--- src/rtl/sha256_accel_core.sv ---
// ============================================================================
// sha256_accel_core : single-block SHA-256 compression engine, one round/clk
// Rev 1.0
// ============================================================================
`default_nettype none

module sha256_accel_core (
    input  logic         wb_clk_i,
    input  logic         wb_rst_i,
    input  logic         init_i,
    input  logic         next_i,
    input  logic [511:0] block_i,
    output logic         ready_o,
    output logic [255:0] digest_o,
    output logic         digest_valid_o
);

    localparam logic [255:0] H_INIT = {
        32'h6a09e667, 32'hbb67ae85, 32'h3c6ef372, 32'ha54ff53a,
        32'h510e527f, 32'h9b05688c, 32'h1f83d9ab, 32'h5be0cd19
    };

    // K0 occupies the most significant word so K_t sits at bit (63-t)*32.
    localparam logic [2047:0] K_TABLE = {
        32'h428a2f98, 32'h71374491, 32'hb5c0fbcf, 32'he9b5dba5,
        32'h3956c25b, 32'h59f111f1, 32'h923f82a4, 32'hab1c5ed5,
        32'hd807aa98, 32'h12835b01, 32'h243185be, 32'h550c7dc3,
        32'h72be5d74, 32'h80deb1fe, 32'h9bdc06a7, 32'hc19bf174,
        32'he49b69c1, 32'hefbe4786, 32'h0fc19dc6, 32'h240ca1cc,
        32'h2de92c6f, 32'h4a7484aa, 32'h5cb0a9dc, 32'h76f988da,
        32'h983e5152, 32'ha831c66d, 32'hb00327c8, 32'hbf597fc7,
        32'hc6e00bf3, 32'hd5a79147, 32'h06ca6351, 32'h14292967,
        32'h27b70a85, 32'h2e1b2138, 32'h4d2c6dfc, 32'h53380d13,
        32'h650a7354, 32'h766a0abb, 32'h81c2c92e, 32'h92722c85,
        32'ha2bfe8a1, 32'ha81a664b, 32'hc24b8b70, 32'hc76c51a3,
        32'hd192e819, 32'hd6990624, 32'hf40e3585, 32'h106aa070,
        32'h19a4c116, 32'h1e376c08, 32'h2748774c, 32'h34b0bcb5,
        32'h391c0cb3, 32'h4ed8aa4a, 32'h5b9cca4f, 32'h682e6ff3,
        32'h748f82ee, 32'h78a5636f, 32'h84c87814, 32'h8cc70208,
        32'h90befffa, 32'ha4506ceb, 32'hbef9a3f7, 32'hc67178f2
    };

    typedef enum logic [1:0] {
        ST_IDLE   = 2'd0,
        ST_ROUNDS = 2'd1,
        ST_DONE   = 2'd2
    } state_t;

    state_t             state_q;
    logic [5:0]         round_q;
    logic [0:7][31:0]   h_q;
    logic [0:7][31:0]   v_q;
    logic [0:7][31:0]   v_d;
    logic [0:15][31:0]  w_q;
    logic [0:15][31:0]  w_d;
    logic               ready_q;
    logic               valid_q;

    logic [31:0]        w_k;
    logic [31:0]        w_t1;
    logic [31:0]        w_t2;
    logic [31:0]        w_sched;

    function automatic logic [31:0] big_sigma0(input logic [31:0] x);
        return {x[1:0], x[31:2]} ^ {x[12:0], x[31:13]} ^ {x[21:0], x[31:22]};
    endfunction

    function automatic logic [31:0] big_sigma1(input logic [31:0] x);
        return {x[5:0], x[31:6]} ^ {x[10:0], x[31:11]} ^ {x[24:0], x[31:25]};
    endfunction

    function automatic logic [31:0] small_sigma0(input logic [31:0] x);
        return {x[6:0], x[31:7]} ^ {x[17:0], x[31:18]} ^ {3'b000, x[31:3]};
    endfunction

    function automatic logic [31:0] small_sigma1(input logic [31:0] x);
        return {x[16:0], x[31:17]} ^ {x[18:0], x[31:19]} ^ {10'b0, x[31:10]};
    endfunction

    assign w_k = K_TABLE[{~round_q, 5'b00000} +: 32];

    // w_q[0] is always W_t; the window slides every round and appends W_{t+16}.
    always_comb begin
        w_t1    = v_q[7] + big_sigma1(v_q[4])
                + ((v_q[4] & v_q[5]) ^ (~v_q[4] & v_q[6]))
                + w_k + w_q[0];
        w_t2    = big_sigma0(v_q[0])
                + ((v_q[0] & v_q[1]) ^ (v_q[0] & v_q[2]) ^ (v_q[1] & v_q[2]));
        w_sched = small_sigma1(w_q[14]) + w_q[9] + small_sigma0(w_q[1]) + w_q[0];
        v_d     = {w_t1 + w_t2, v_q[0], v_q[1], v_q[2],
                   v_q[3] + w_t1, v_q[4], v_q[5], v_q[6]};
        w_d     = {w_q[1:15], w_sched};
    end

    always_ff @(posedge wb_clk_i or posedge wb_rst_i) begin
        if (wb_rst_i) begin
            state_q <= ST_IDLE;
            round_q <= 6'd0;
            h_q     <= '0;
            v_q     <= '0;
            w_q     <= '0;
            ready_q <= 1'b1;
            valid_q <= 1'b0;
        end else begin
            case (state_q)
                ST_IDLE: begin
                    if (init_i || next_i) begin
                        if (init_i) begin
                            h_q <= H_INIT;
                            v_q <= H_INIT;
                        end else begin
                            v_q <= h_q;
                        end
                        w_q     <= block_i;
                        round_q <= 6'd0;
                        ready_q <= 1'b0;
                        valid_q <= 1'b0;
                        state_q <= ST_ROUNDS;
                    end
                end
                ST_ROUNDS: begin
                    v_q     <= v_d;
                    w_q     <= w_d;
                    round_q <= round_q + 6'd1;
                    if (round_q == 6'd63) begin
                        state_q <= ST_DONE;
                    end
                end
                ST_DONE: begin
                    for (int i = 0; i < 8; i++) begin
                        h_q[i] <= h_q[i] + v_q[i];
                    end
                    ready_q <= 1'b1;
                    valid_q <= 1'b1;
                    state_q <= ST_IDLE;
                end
                default: begin
                    state_q <= ST_IDLE;
                end
            endcase
        end
    end

    assign ready_o        = ready_q;
    assign digest_valid_o = valid_q;
    assign digest_o       = h_q;

endmodule

`default_nettype wire

--- config.mk ---
export PLATFORM = sky130hd
export DESIGN_NAME = sha256_accel_core
export DESIGN_NICKNAME = d
export VERILOG_FILES = /design/src/rtl/sha256_accel_core.sv
export SDC_FILE = /design/constraint.sdc
export NUM_CORES = 2
export LEC_CHECK = 0
export BUFFER_PORTS_ARGS = -buffer_cell sky130_fd_sc_hd__clkbuf_2
export CORE_MARGIN = 3
export CORE_UTILIZATION = 25
export CTS_CLUSTER_DIAMETER = 30
export DETAILED_ROUTE_END_ITERATION = 6
export SETUP_SLACK_MARGIN = 0.02
export SYNTH_ARGS = -nofsm -noshare
export SYNTH_HDL_FRONTEND = slang
export SYNTH_SLANG_ARGS = --single-unit
--- constraint.sdc ---
create_clock -name wb_clk_i -period 93 [get_ports wb_clk_i]
set_input_delay 4.65 -clock wb_clk_i [delete_from_list [all_inputs] [get_ports wb_clk_i]]
set_output_delay 4.65 -clock wb_clk_i [all_outputs]
set_load 0.02 [all_outputs]
==> out/metrics.csv <==
stage,metric,value,unit
clock_tree,clk_latency,900,ps
logic_synthesis,yosysWarnings,0,
timing,rsz0062_at_grt,false,
logic_synthesis,synth_area,0.0717,mm²
grt,grt_pass1_wl,472000,µm
grt,grt_pass1_vias,64100,
critical_path,cp_max_fo,16,
logic_synthesis,synth-seq-cells,1034,
route,via_count,68500,
run,max-cap-violations,0,
logic_synthesis,synth.largest_area_cell,dfrtp_1,
clock_tree,cts_hold_buf,0,
grt,use_met1,31.2,%
grt,overflow,0,
logic_synthesis,synth_ff_type,dfrtp_1,
logic_synthesis,synth.most_common_cell,nand2_1,
route,ant_nets,0,
critical_path,cpMostUsedCell,a21oi_1,
route,drc,0,
clock_tree,clk_path_buf_depth,4,
die,fp.dieH,542,µm
die,core_area,0.284,mm²
grt,antenna_found_initial,70,
finish,nets,10300,
route,routedWlPerCell,25.5,µm
logic_synthesis,yosysTopAreaCellShare,36.1,%
critical_path,slowest_delay,720,ps
timing,max_slew.worst_pin.slew,1180,ps
placed_design,dp_hpwl,258000,µm
clock_tree,post_cts_buffers,0,
timing,fmax,0.0944,GHz
clock_tree,cts_root_buffer,clkbuf_16,
logic_synthesis,async_flop_share,100,%
logic_synthesis,synth_cells,8671,
clock_tree,cts.htree.levels,5,
logic_synthesis,synth_edf_count,0,
grt,grt_usage,22.0,%
die,ioPinCount,774,
timing,finalCritPeriodShare,11.4,%
die,dieWidth,542,µm
timing,finalSetupTns,0,ps
grt,grt_max_degree,212,
critical_path,critPathLaunchType,flop,
timing,hold_viol_final,0,
grt,met3_usage,6.83,%
timing,drv_slew,0,
finish,area_growth,24.7,%
timing,relSlewSlack,21.2,%
grt,busiest_layer,met1,
finish,drive_gt1_share,15.1,%
status,status,"complete, no violations",
clock_tree,clk_pin_slew,40,ps
clock_tree,postCtsResizedCells,0,
critical_path,cp-end-kind,flop,
die,initial_core_util,25.3,%
critical_path,worst_path_max_delay_cell,ha_1,
timing,period_minus_slack,10590,ps
route,drt_iter0_drc,7782,
timing,finalSetupViolations,0,
critical_path,crit_type,reg -> reg,
logic_synthesis,synthTopCellsByCount,"nand2_1, dfrtp_1, nor2_1, clkbuf_1, a21oi_1",
route,first_pass_iters,6,
logic_synthesis,synth.area.top_cells,"dfrtp_1, nand2_1, ha_1",
logic_synthesis,synth_nets,9770,
critical_path,cp.arrival,11390,ps
die,num_rows,195,
placed_design,place_congestion,0.949,
logic_synthesis,ys_types,90,
clock_tree,clock_sinks,1034,
hold_path,worstHoldPathType,reg -> reg,
timing,skew,75.5,ps
die,die_area,0.293,mm²
grt,use_met2,30.7,%
placed_design,port_buffers,773,
route,postRouteWirelength,338000,µm
logic_synthesis,yosysSeqAreaShare,36.1,%
route,viasPerCell,5.17,
logic_synthesis,syn_area_per_cell,8.27,µm²
clock_tree,cts_tree,done,
clock_tree,cts_made_buffers,300,
critical_path,cp.required,93790,ps
layer usage:
metal | wire length, µm | vias to the layer above
li1 | - | 31200
met1 | 151000 | 33500
met2 | 137000 | 3099
met3 | 34200 | 617
met4 | 14500 | 56
met5 | 366 | -
state kept, by name, summed over array words and instances (netlist names):
name            count
state_q             2
digest_o          256
digest_valid_o      1
round_q             6
v_d               192
w_d               480
w_q                32
v_q                64
ready_o             1
layout make-up:
type                    instances  area, µm²
repair buffers                867       4670
multi-input cells            6598      42000
clock inverters               145       2140
well taps                    3743       4680
diodes                         27       67.6
inverters                     436       1640
fillers                     29900     194000
clock buffers                 394       8360
flip-flops and latches       1034      25900
through the flow:
| stage | cells | utilization, % | hold slack (ps) | cell area (µm²) | worst slack [ps] |
|---|---|---|---|---|---|
| 2_1_floorplan | 8671 | - | 450 | 71700 | 59250 |
| 3_3_place_gp | 12700 | 27.8 | 463 | 78900 | 82710 |
| 3_5_place_dp | 12700 | 27.8 | 472 | 78900 | 82590 |
| 4_1_cts | 13200 | 31.5 | 480 | 89400 | 82570 |
| 5_1_grt | 13200 | 31.5 | 528 | 89400 | 81920 |
| 6_report | 13200 | 31.5 | 481 | 89400 | 82410 |
path summary, 6_finish.rpt:
| path | depth (start not counted) | endpoint | slack [ps] | startpoint |
|---|---|---|---|---|
| max in group asynchronous | 5 | w_d[155] | 85930 | wb_rst_i |
| worst min register to register | 2 | w_d[36] | 480 | w_d[36] |
| worst min-delay path | 2 | w_d[36] | 480 | w_d[36] |
| min in group asynchronous | 2 | w_d[490] | 3800 | wb_rst_i |
| worst max-delay path | 39 | v_d[223] | 82410 | round_q[1] |
| worst max register to register | 39 | v_d[223] | 82410 | round_q[1] |
logic make-up (layout without fill, tap and decap cells):
family	after synthesis	after routing	share of synthesized area [%]
multiplexers	48	48	0.742
XOR/XNOR	572	572	7.01
AO/OA/AOI/OAI	2389	2389	20.9
buffers and inverters	1039	1842	5.44
AND/OR/NAND/NOR	3003	3003	17.6
adder cells (fa/ha/maj)	586	586	12.3
other	0	27	0
flip-flops	1034	1034	36.1
critical path: cells and delay by family, from the launching register on:
family,cells,cell delay (ps)
AOI/OAI and AO/OA,13,2640
xor gates and xnor gates,2,350
adders and majority gates,8,3320
buffers and inverters,5,750
DFF,1,710
and+or+nand+nor,11,2740
cells in the final DEF, fill, tap and decap left out, drive strengths merged, types with 305 or more instances in the layout:
cell type / netlist / routed
clkbuf: 563 / 1166
inv: 433 / 445
xnor2: 305 / 305
o21ai: 501 / 501
nor2: 905 / 905
a21oi: 543 / 543
ha: 388 / 388
nand2: 1501 / 1501
dfrtp: 1033 / 1033
a31oi: 533 / 533
Power is not shown: default switching activity piles up to over one toggle a cycle in this logic, so the estimate is an artifact.
